### config.mk
export PLATFORM = sky130hd
export DESIGN_NAME = if_stage
export DESIGN_NICKNAME = d
export VERILOG_FILES = /design/src/rtl/rv32i_packet.sv /design/src/rtl/rv32i_types.sv /design/src/rtl/fetch_buffer.sv /design/src/rtl/if_stage.sv
export SDC_FILE = /design/constraint.sdc
export NUM_CORES = 1
export LEC_CHECK = 0
export BUFFER_PORTS_ARGS = -buffer_cell sky130_fd_sc_hd__buf_2
export CAP_MARGIN = 15
export CORE_MARGIN = 8
export CORE_UTILIZATION = 45
export CTS_CLUSTER_SIZE = 40
export DETAILED_ROUTE_END_ITERATION = 12
export MAX_ROUTING_LAYER = met4
export PLACE_DENSITY = 0.79
export SYNTH_ARGS = -nofsm -noshare
export SYNTH_HDL_FRONTEND = slang
export SYNTH_SLANG_ARGS = --single-unit
### constraint.sdc
create_clock -name clk -period 6.8 [get_ports clk]
set_input_delay 1.7 -clock clk [delete_from_list [all_inputs] [get_ports clk]]
set_output_delay 1.7 -clock clk [all_outputs]
set_load 0.01 [all_outputs]
### src/rtl/rv32i_packet.sv
// Pipeline packet passed from fetch to decode. Fetch drives valid, pc and
// instruction only; the decoded fields are filled in by later stages.
package rv32i_packet;

    typedef struct packed {
        logic [31:0] pc;
        logic [31:0] instruction;
        logic [6:0]  opcode;
        logic [4:0]  rs1_addr;
        logic [4:0]  rs2_addr;
        logic [4:0]  rd_addr;
        logic [31:0] imm;
    } rv32i_data_t;

    typedef struct packed {
        logic        valid;
        rv32i_data_t data;
    } rv32i_packet_t;

endpackage

### src/rtl/rv32i_types.sv
// Shared fetch-side types: FSM encoding and the fetch buffer entry.
package rv32i_types;

    typedef enum logic [1:0] {
        IDLE  = 2'd0,
        BUSY  = 2'd1,
        FLUSH = 2'd2
    } fetch_state_t;

    typedef struct packed {
        logic [31:0] pc;
        logic [31:0] instruction;
    } fetch_entry_t;

    localparam logic [31:0] INSTR_BYTES = 32'd4;

endpackage

### src/rtl/fetch_buffer.sv
// Two-entry skid FIFO holding fetched words; head drives the decode packet.
module fetch_buffer
    import rv32i_types::*;
(
    input  logic         clk,
    input  logic         rst,
    input  logic         push_i,
    input  fetch_entry_t push_data_i,
    input  logic         pop_i,
    input  logic         flush_i,
    output logic         head_valid_o,
    output fetch_entry_t head_o,
    output logic [1:0]   count_o
);

    logic         head_valid_q, head_valid_d;
    logic         skid_valid_q, skid_valid_d;
    fetch_entry_t head_q, head_d;
    fetch_entry_t skid_q, skid_d;

    always_comb begin
        head_valid_d = head_valid_q;
        skid_valid_d = skid_valid_q;
        head_d       = head_q;
        skid_d       = skid_q;
        if (flush_i) begin
            head_valid_d = 1'b0;
            skid_valid_d = 1'b0;
        end else begin
            // Shift first so a push in the same cycle lands behind the old skid word.
            if (pop_i && head_valid_q) begin
                head_valid_d = skid_valid_q;
                head_d       = skid_q;
                skid_valid_d = 1'b0;
            end
            if (push_i) begin
                if (!head_valid_d) begin
                    head_valid_d = 1'b1;
                    head_d       = push_data_i;
                end else if (!skid_valid_d) begin
                    skid_valid_d = 1'b1;
                    skid_d       = push_data_i;
                end
            end
        end
    end

    always_ff @(posedge clk or posedge rst) begin
        if (rst) begin
            head_valid_q <= 1'b0;
            skid_valid_q <= 1'b0;
            head_q       <= '0;
            skid_q       <= '0;
        end else begin
            head_valid_q <= head_valid_d;
            skid_valid_q <= skid_valid_d;
            head_q       <= head_d;
            skid_q       <= skid_d;
        end
    end

    assign head_valid_o = head_valid_q;
    assign head_o       = head_q;
    assign count_o      = {1'b0, head_valid_q} + {1'b0, skid_valid_q};

endmodule

### src/rtl/if_stage.sv
// RV32I instruction fetch: owns the PC, issues one imem read at a time,
// predicts pc+4 and restarts at redirect_pc on an execute-stage redirect.
module if_stage
    import rv32i_packet::*;
    import rv32i_types::*;
#(
    parameter logic [31:0] RESET_PC = 32'h0000_0060
)
(
    input  logic          clk,
    input  logic          rst,
    output logic          imem_read,
    output logic [31:0]   imem_address,
    input  logic [31:0]   imem_rdata,
    input  logic          imem_resp,
    input  logic          stall,
    input  logic          redirect,
    input  logic [31:0]   redirect_pc,
    output rv32i_packet_t if_out
);

    fetch_state_t state_q, state_d;
    logic [31:0]  pc_q, pc_d;
    logic [31:0]  req_addr_q, req_addr_d;

    logic         buf_push, buf_pop, buf_flush;
    fetch_entry_t buf_push_data;
    logic         head_valid;
    fetch_entry_t head;
    logic [1:0]   count, count_next;

    assign buf_flush     = redirect;
    assign buf_pop       = head_valid & ~stall;
    assign buf_push      = (state_q == BUSY) & imem_resp & ~redirect;
    assign buf_push_data = '{pc: pc_q, instruction: imem_rdata};
    assign count_next    = buf_flush ? 2'd0
                                     : count + {1'b0, buf_push} - {1'b0, buf_pop};

    fetch_buffer u_buf (
        .clk          (clk),
        .rst          (rst),
        .push_i       (buf_push),
        .push_data_i  (buf_push_data),
        .pop_i        (buf_pop),
        .flush_i      (buf_flush),
        .head_valid_o (head_valid),
        .head_o       (head),
        .count_o      (count)
    );

    always_comb begin
        state_d    = state_q;
        pc_d       = pc_q;
        req_addr_d = req_addr_q;
        if (redirect) begin
            pc_d = redirect_pc;
            // An unanswered request must complete at its stale address before the new one starts.
            if (state_q == IDLE || imem_resp) begin
                state_d    = BUSY;
                req_addr_d = redirect_pc;
            end else begin
                state_d = FLUSH;
            end
        end else begin
            unique case (state_q)
                IDLE: begin
                    if (count_next < 2'd2) begin
                        state_d    = BUSY;
                        req_addr_d = pc_q;
                    end
                end
                BUSY: begin
                    if (imem_resp) begin
                        pc_d = pc_q + INSTR_BYTES;
                        if (count_next < 2'd2) begin
                            req_addr_d = pc_q + INSTR_BYTES;
                        end else begin
                            state_d = IDLE;
                        end
                    end
                end
                FLUSH: begin
                    if (imem_resp) begin
                        state_d    = BUSY;
                        req_addr_d = pc_q;
                    end
                end
                default: state_d = IDLE;
            endcase
        end
    end

    always_ff @(posedge clk or posedge rst) begin
        if (rst) begin
            state_q    <= IDLE;
            pc_q       <= RESET_PC;
            req_addr_q <= RESET_PC;
        end else begin
            state_q    <= state_d;
            pc_q       <= pc_d;
            req_addr_q <= req_addr_d;
        end
    end

    assign imem_read    = (state_q != IDLE);
    assign imem_address = req_addr_q;

    always_comb begin
        if_out                  = '0;
        if_out.valid            = head_valid;
        if_out.data.pc          = head.pc;
        if_out.data.instruction = head.instruction;
    end

endmodule
# Word level (Yosys, flattened, before mapping)
# Index checks and enable logic that the tools add are counted.
# totals
out_inout_bits	152
reg_bits	196
# classes
n_reduce_logical	11
order_cmp	1
n_eq_ne	8
muxes	30
bitwise_logic	6
n_addsub	4
# ops
op	count
two-way mux 32 bit	9
two-way mux 64 bit	3
case mux 32 bit (3 select lines)	1
adder 32 x 3 -> 32 bit (second input constant)	1
two-way mux 2 bit	7
two-way mux 1 bit	9
inequality test 3 bit (second input constant)	3
AND reduction 4 bit	2
inequality test 3 x 2 -> 1 bit (second input constant)	2
case mux 2 bit (3 select lines)	1
AND reduction 6 bit	1
nonzero test 2 bit	3
nonzero test 4 bit	1
AND 1 bit	3
inverter 1 bit	3
adder 1 x 1 -> 2 bit	1
adder 2 x 1 -> 2 bit	1
== test 2 x 1 -> 1 bit (second input constant)	1
== test 2 bit (second input constant)	1
logical NOT 2 bit	1
less-than comparator 2 bit (second input constant)	1
inequality test 2 x 1 -> 1 bit (second input constant)	1
AND reduction 2 bit	1
subtractor 2 x 1 -> 2 bit	1
2 further kinds	2

# Longest topological paths before layout
# logic_depth
word_depth	11
ltp_mapped	11
depth_no_buf	10

# Hierarchy
# Synthesis repeated with hierarchy kept, for this count alone.
# hier_totals
cells_unflattened	970
area_unflattened_um2	10396.2
# by_module_without_submodules
mod	instances	area_each_um2	cells_each
fetch_buffer	1	5821.8	451
if_stage	1	4574.4	519

# Worst setup path after synthesis
# Ideal clock, no wire load.
# synth_path
kind	in2reg
from	input port stall
to	register req_addr_q[0], in the netlist imem_address[0]
setup_ns	0.125
path_slack_ns	2.949
path_stages	10
t_arrival_ns	3.727
path_cell_list	nand2b_1 inv_1 ha_1 inv_1 ha_1 a31oi_1 xor2_1 o221a_2 buf_2 mux2_2
# synth_via
elab_chain_cells	7
word_cells_on_any_way	8
# synth_lines
element	line	source
start, declared	if_stage.sv:16	input logic stall,
inverter 1 bit (*)	if_stage.sv:33	assign buf_pop = head_valid & ~stall;
AND 1 bit (*)	if_stage.sv:33	
subtractor 2 x 1 -> 2 bit (*)	if_stage.sv:37	: count + {1'b0, buf_push} - {1'b0, buf_pop};
two-way mux 2 bit (*)	if_stage.sv:36	assign count_next = buf_flush ? 2'd0
less-than comparator 2 bit (*)	if_stage.sv:67, if_stage.sv:75	
inequality test 3 x 2 -> 1 bit (no line)	n/a	
AND reduction 6 bit (no line) (*)	n/a	
end signal, assigned	if_stage.sv:101	req_addr_q <= req_addr_d;
end, declared	if_stage.sv:24	logic [31:0] req_addr_q, req_addr_d;
# Mark *: on every way between the ends. The rest lies on a longest branch, timed or not.
# A chain may end at the register's enable or synchronous reset.

# Worst setup path in the final report
# layout_path
from	input port redirect
to	register u_buf.head_q, in the netlist u_buf.head_o[3]
# layout_via
elab_chain_cells	3
# layout_lines
element	line	source
start, declared	if_stage.sv:17	input logic redirect,
inverter 1 bit (no line)	n/a	
AND 1 bit	if_stage.sv:34	assign buf_push = (state_q == BUSY) & imem_resp & ~redirect;
two-way mux 64 bit	fetch_buffer.sv:36	if (push_i) begin
end signal, assigned	fetch_buffer.sv:52	head_q <= '0;
end signal, assigned	fetch_buffer.sv:57	head_q <= head_d;
end, declared	fetch_buffer.sv:18	fetch_entry_t head_q, head_d;
# Parallel ways exist; a longest one is shown, timed or not.

==> impl_results.rst <==
.. list-table::
   :header-rows: 1

   * - Metric
     - Value
   * - GPL Wtd Cong
     - 0.859
   * - Category of the worst setup path launch point
     - input port
   * - Final count of hold timing violations
     - 0
   * - Clock tree from TritonCTS
     - yes
   * - WP data required
     - 7.14 ns
   * - Setup Buffers After CTS
     - 0
   * - Clock tree buffer depth
     - 2
   * - Detail-routed via count per cell
     - between 5 and 6
   * - Vias
     - 7682
   * - Endpoints failing setup
     - 0
   * - Total Nets Final
     - 1154
   * - Commonest cells after routing, fill and taps aside
     - 192 x sky130_fd_sc_hd__dfrtp_1, 166 x sky130_fd_sc_hd__buf_2, 103 x sky130_fd_sc_hd__nor2_1
   * - Number of enable-type register cells in the synthesized netlist
     - 0
   * - Power per standard cell area
     - 337 mW/mm^2
   * - Leak pwr
     - roughly 5.0 nW
   * - Synthesized netlist cell count
     - a little under 1000
   * - Synth-to-Final Area Change
     - 13.4%
   * - Aggregate negative setup slack
     - 0 ns
   * - Critical Path Fanout Max
     - 54
   * - Mean post-synth cell area
     - 10.1 sq um
   * - Critical path arrival
     - 4.70 ns
   * - Number of levels in the clock H-tree
     - 4
   * - Mapped cell area
     - roughly 0.0098 sq mm
   * - Placed Cells incl. Taps
     - 1342
   * - Remaining number of nets flagged by the antenna check after routing
     - 0
   * - Setup slack on the worst flop-to-flop path
     - 3.35 ns
   * - Initial core utilization
     - 0.455
   * - Number of max-slew violations in the final report
     - 0
   * - Skew final
     - 0.00851 ns
   * - Vias in the first global route
     - 7836
   * - Maximum ir drop on the vdd rail
     - between 0.00015 and 0.0002 V
   * - Type of the most critical hold path
     - reg -> reg
   * - Drc violations
     - 0
   * - Number of buffers added by the clock tree synthesis step
     - 17
   * - Number of instances resized during post-cts repair
     - 0
   * - Clock transition at the register clock pins on the worst setup and hold paths after CTS
     - 0.07 ns
   * - Total Wirelength
     - 26200 um
   * - Share of cells above drive strength 1
     - 0.280
   * - Height of the die
     - 164 um
   * - Path type of the worst setup path
     - in -> reg
   * - Clock insertion delay at the later pin of the skew report
     - 0.43 ns
   * - Min cycle time layout
     - between 4 and 5 ns
   * - Initial antenna violation count
     - 3
   * - Number of hold buffers added after CTS
     - 0
   * - Maximum capacitance violations
     - 0
   * - Final std cells w/o fill
     - 1377
   * - First-iteration detailed-routing DRC count
     - 706
   * - Final design utilization
     - 0.516
   * - Clock tree sinks
     - 196
   * - Detailed Routing Iterations Pass 1
     - 5
   * - Largest net degree at the start of global routing
     - 197
   * - Area of the die
     - around 0.027 sq mm
   * - Std-Cell Core Area
     - roughly 0.022 sq mm
   * - Yosys reg bits
     - between 150 and 200
   * - Cell variety after synth
     - 58
   * - Setup repair after global routing missed its margin
     - false
   * - Width of the die
     - 164 um
   * - Routed wire length per instance
     - about 19 um
   * - # rows
     - 54
   * - Async set-or-reset flop fraction in the synthesized netlist
     - 1.00
   * - GRT Resource Usage Total
     - 0.198
   * - GR Overflow Total
     - 0
   * - I/O pin total
     - 221
   * - Global-route wire length before repair
     - 41000 um
   * - Slew of the pin with the lowest slew margin
     - 1.08 ns
   * - Most frequent standard cell in the layout excluding fill and tap cells
     - sky130_fd_sc_hd__dfrtp_1
   * - Worst slew margin relative to its limit
     - 0.279
   * - CTS Root Cell
     - sky130_fd_sc_hd__clkbuf_16
   * - Final Cycle Share
     - 0.641
   * - Result of the run
     - finished, final reports clean
   * - Yosys synthesis warning count
     - 0
   * - Primary FF master, synth
     - sky130_fd_sc_hd__dfrtp_1
   * - Nature of the critical path endpoint
     - flop
   * - Count of buffers from port buffering
     - 166
   * - Sequential fraction of the synthesis area
     - 0.499
   * - Estimated wirelength of the detail-placed design
     - 17400 um
   * - Max Freq
     - 229 MHz
## registers in the layout (all words and copies together) (netlist names)
signal	count
state_q	2
u_buf.head_valid_o	1
u_buf.head_o	64
u_buf.skid_valid_q	1
imem_address	32
pc_q	32
u_buf.skid_q	64
## power by group
part	leakage, nW	switching (W)	internal [W]
clock	0.311	0.000494	0.000600
sequential	2.36	0.000218	0.00149
combinational	2.32	0.000539	0.000419
total	4.99	0.00125	0.00251
## through the flow
stage                     total power [W]  hold WS, ns  instance area (sq um)  setup WS (ns)
after floorplan                   0.00232        0.481                  10000           2.57
after global placement            0.00265        0.462                  10500           2.23
after detailed placement          0.00269        0.470                  10500           2.08
after CTS                         0.00379        0.481                  11100           2.52
after global routing              0.00397        0.490                  11200           2.26
final                             0.00376        0.478                  11200           2.44
## final timing paths
path | from | end | cells after the start
max in group asynchronous | rst | imem_address[29] | 3
min in group asynchronous | rst | u_buf.head_o[31] | 3
worst min-delay path | imem_address[6] | imem_address[6] | 2
worst max-delay path | redirect | u_buf.head_o[3] | 8
worst min register to register | imem_address[6] | imem_address[6] | 2
worst max register to register | state_q[0] | u_buf.head_o[3] | 7
## worst max-delay path, cell delays in order
cell and delay (ns):
sky130_fd_sc_hd__buf_2 0.25, sky130_fd_sc_hd__nor3b_4 0.45, sky130_fd_sc_hd__nand3_2 0.49, sky130_fd_sc_hd__buf_4 0.52
sky130_fd_sc_hd__a21oi_4 0.35, sky130_fd_sc_hd__buf_4 0.60, sky130_fd_sc_hd__nor2_1 0.12, sky130_fd_sc_hd__a21oi_1 0.15
## area by class of cell
cell class / count / area (sq um)
Clock buffer: 17 / 425
Tap cell: 280 / 350
Antenna cell: 3 / 7.51
Sequential cell: 196 / 4910
Timing Repair Buffer: 176 / 918
Inverter: 12 / 50.0
Clock inverter: 15 / 214
Fill cell: 1930 / 10500
Multi-Input combinational cell: 678 / 4280
## kinds of logic after synthesis
group                      synth area share
adders and majority gates           0.00509
other                              0.000381
DFF                                   0.499
buffers and inverters                0.0871
muxes                                 0.103
and+or+nand+nor                       0.130
xor gates and xnor gates             0.0427
AOI/OAI and AO/OA                     0.133
## metal layers
metal | up-vias | wire [um] | global-route usage
met5 | - | 0 | -
met4 | 0 | 534 | 0.0723
met3 | 28 | 1800 | 0.0386
met2 | 273 | 12800 | 0.316
met1 | 3842 | 11100 | 0.247
li1 | 3539 | - | -
## synthesized netlist by cell type (2+ instances only)
cell type | instances | area [sq um]
sky130_fd_sc_hd__o21ai_0 | 30 | 150
sky130_fd_sc_hd__nand3_1 | 20 | 100
sky130_fd_sc_hd__or2_2 | 2 | 12.5
sky130_fd_sc_hd__nor2b_1 | 3 | 18.8
sky130_fd_sc_hd__nand2b_1 | 13 | 81.3
sky130_fd_sc_hd__a31oi_1 | 6 | 37.5
sky130_fd_sc_hd__nor3_1 | 13 | 65.1
sky130_fd_sc_hd__dfrtp_1 | 192 | 4800
sky130_fd_sc_hd__nand2_1 | 53 | 199
sky130_fd_sc_hd__a21oi_1 | 85 | 425
sky130_fd_sc_hd__ha_1 | 4 | 50.1
sky130_fd_sc_hd__dfstp_2 | 4 | 105
sky130_fd_sc_hd__clkbuf_1 | 29 | 109
sky130_fd_sc_hd__inv_1 | 12 | 45.0
sky130_fd_sc_hd__xnor2_1 | 21 | 184
sky130_fd_sc_hd__buf_2 | 36 | 180
sky130_fd_sc_hd__and3_1 | 4 | 25.0
sky130_fd_sc_hd__a21boi_0 | 8 | 60.1
sky130_fd_sc_hd__nand4_1 | 14 | 87.6
sky130_fd_sc_hd__xor2_1 | 27 | 236
sky130_fd_sc_hd__mux2_2 | 79 | 890
sky130_fd_sc_hd__a41oi_1 | 10 | 87.6
sky130_fd_sc_hd__nor4_1 | 17 | 106
sky130_fd_sc_hd__nor2_1 | 103 | 387
sky130_fd_sc_hd__nor3b_1 | 2 | 15.0
sky130_fd_sc_hd__o22ai_1 | 64 | 400
sky130_fd_sc_hd__o31ai_1 | 3 | 22.5
sky130_fd_sc_hd__o21a_1 | 3 | 22.5
sky130_fd_sc_hd__buf_1 | 8 | 30.0
sky130_fd_sc_hd__mux2i_1 | 12 | 120
sky130_fd_sc_hd__and4_1 | 2 | 17.5
sky130_fd_sc_hd__nand3_2 | 2 | 20.0
sky130_fd_sc_hd__or4_1 | 2 | 15.0
sky130_fd_sc_hd__buf_4 | 65 | 488
Note: power is estimated with default switching activity, not from simulation.
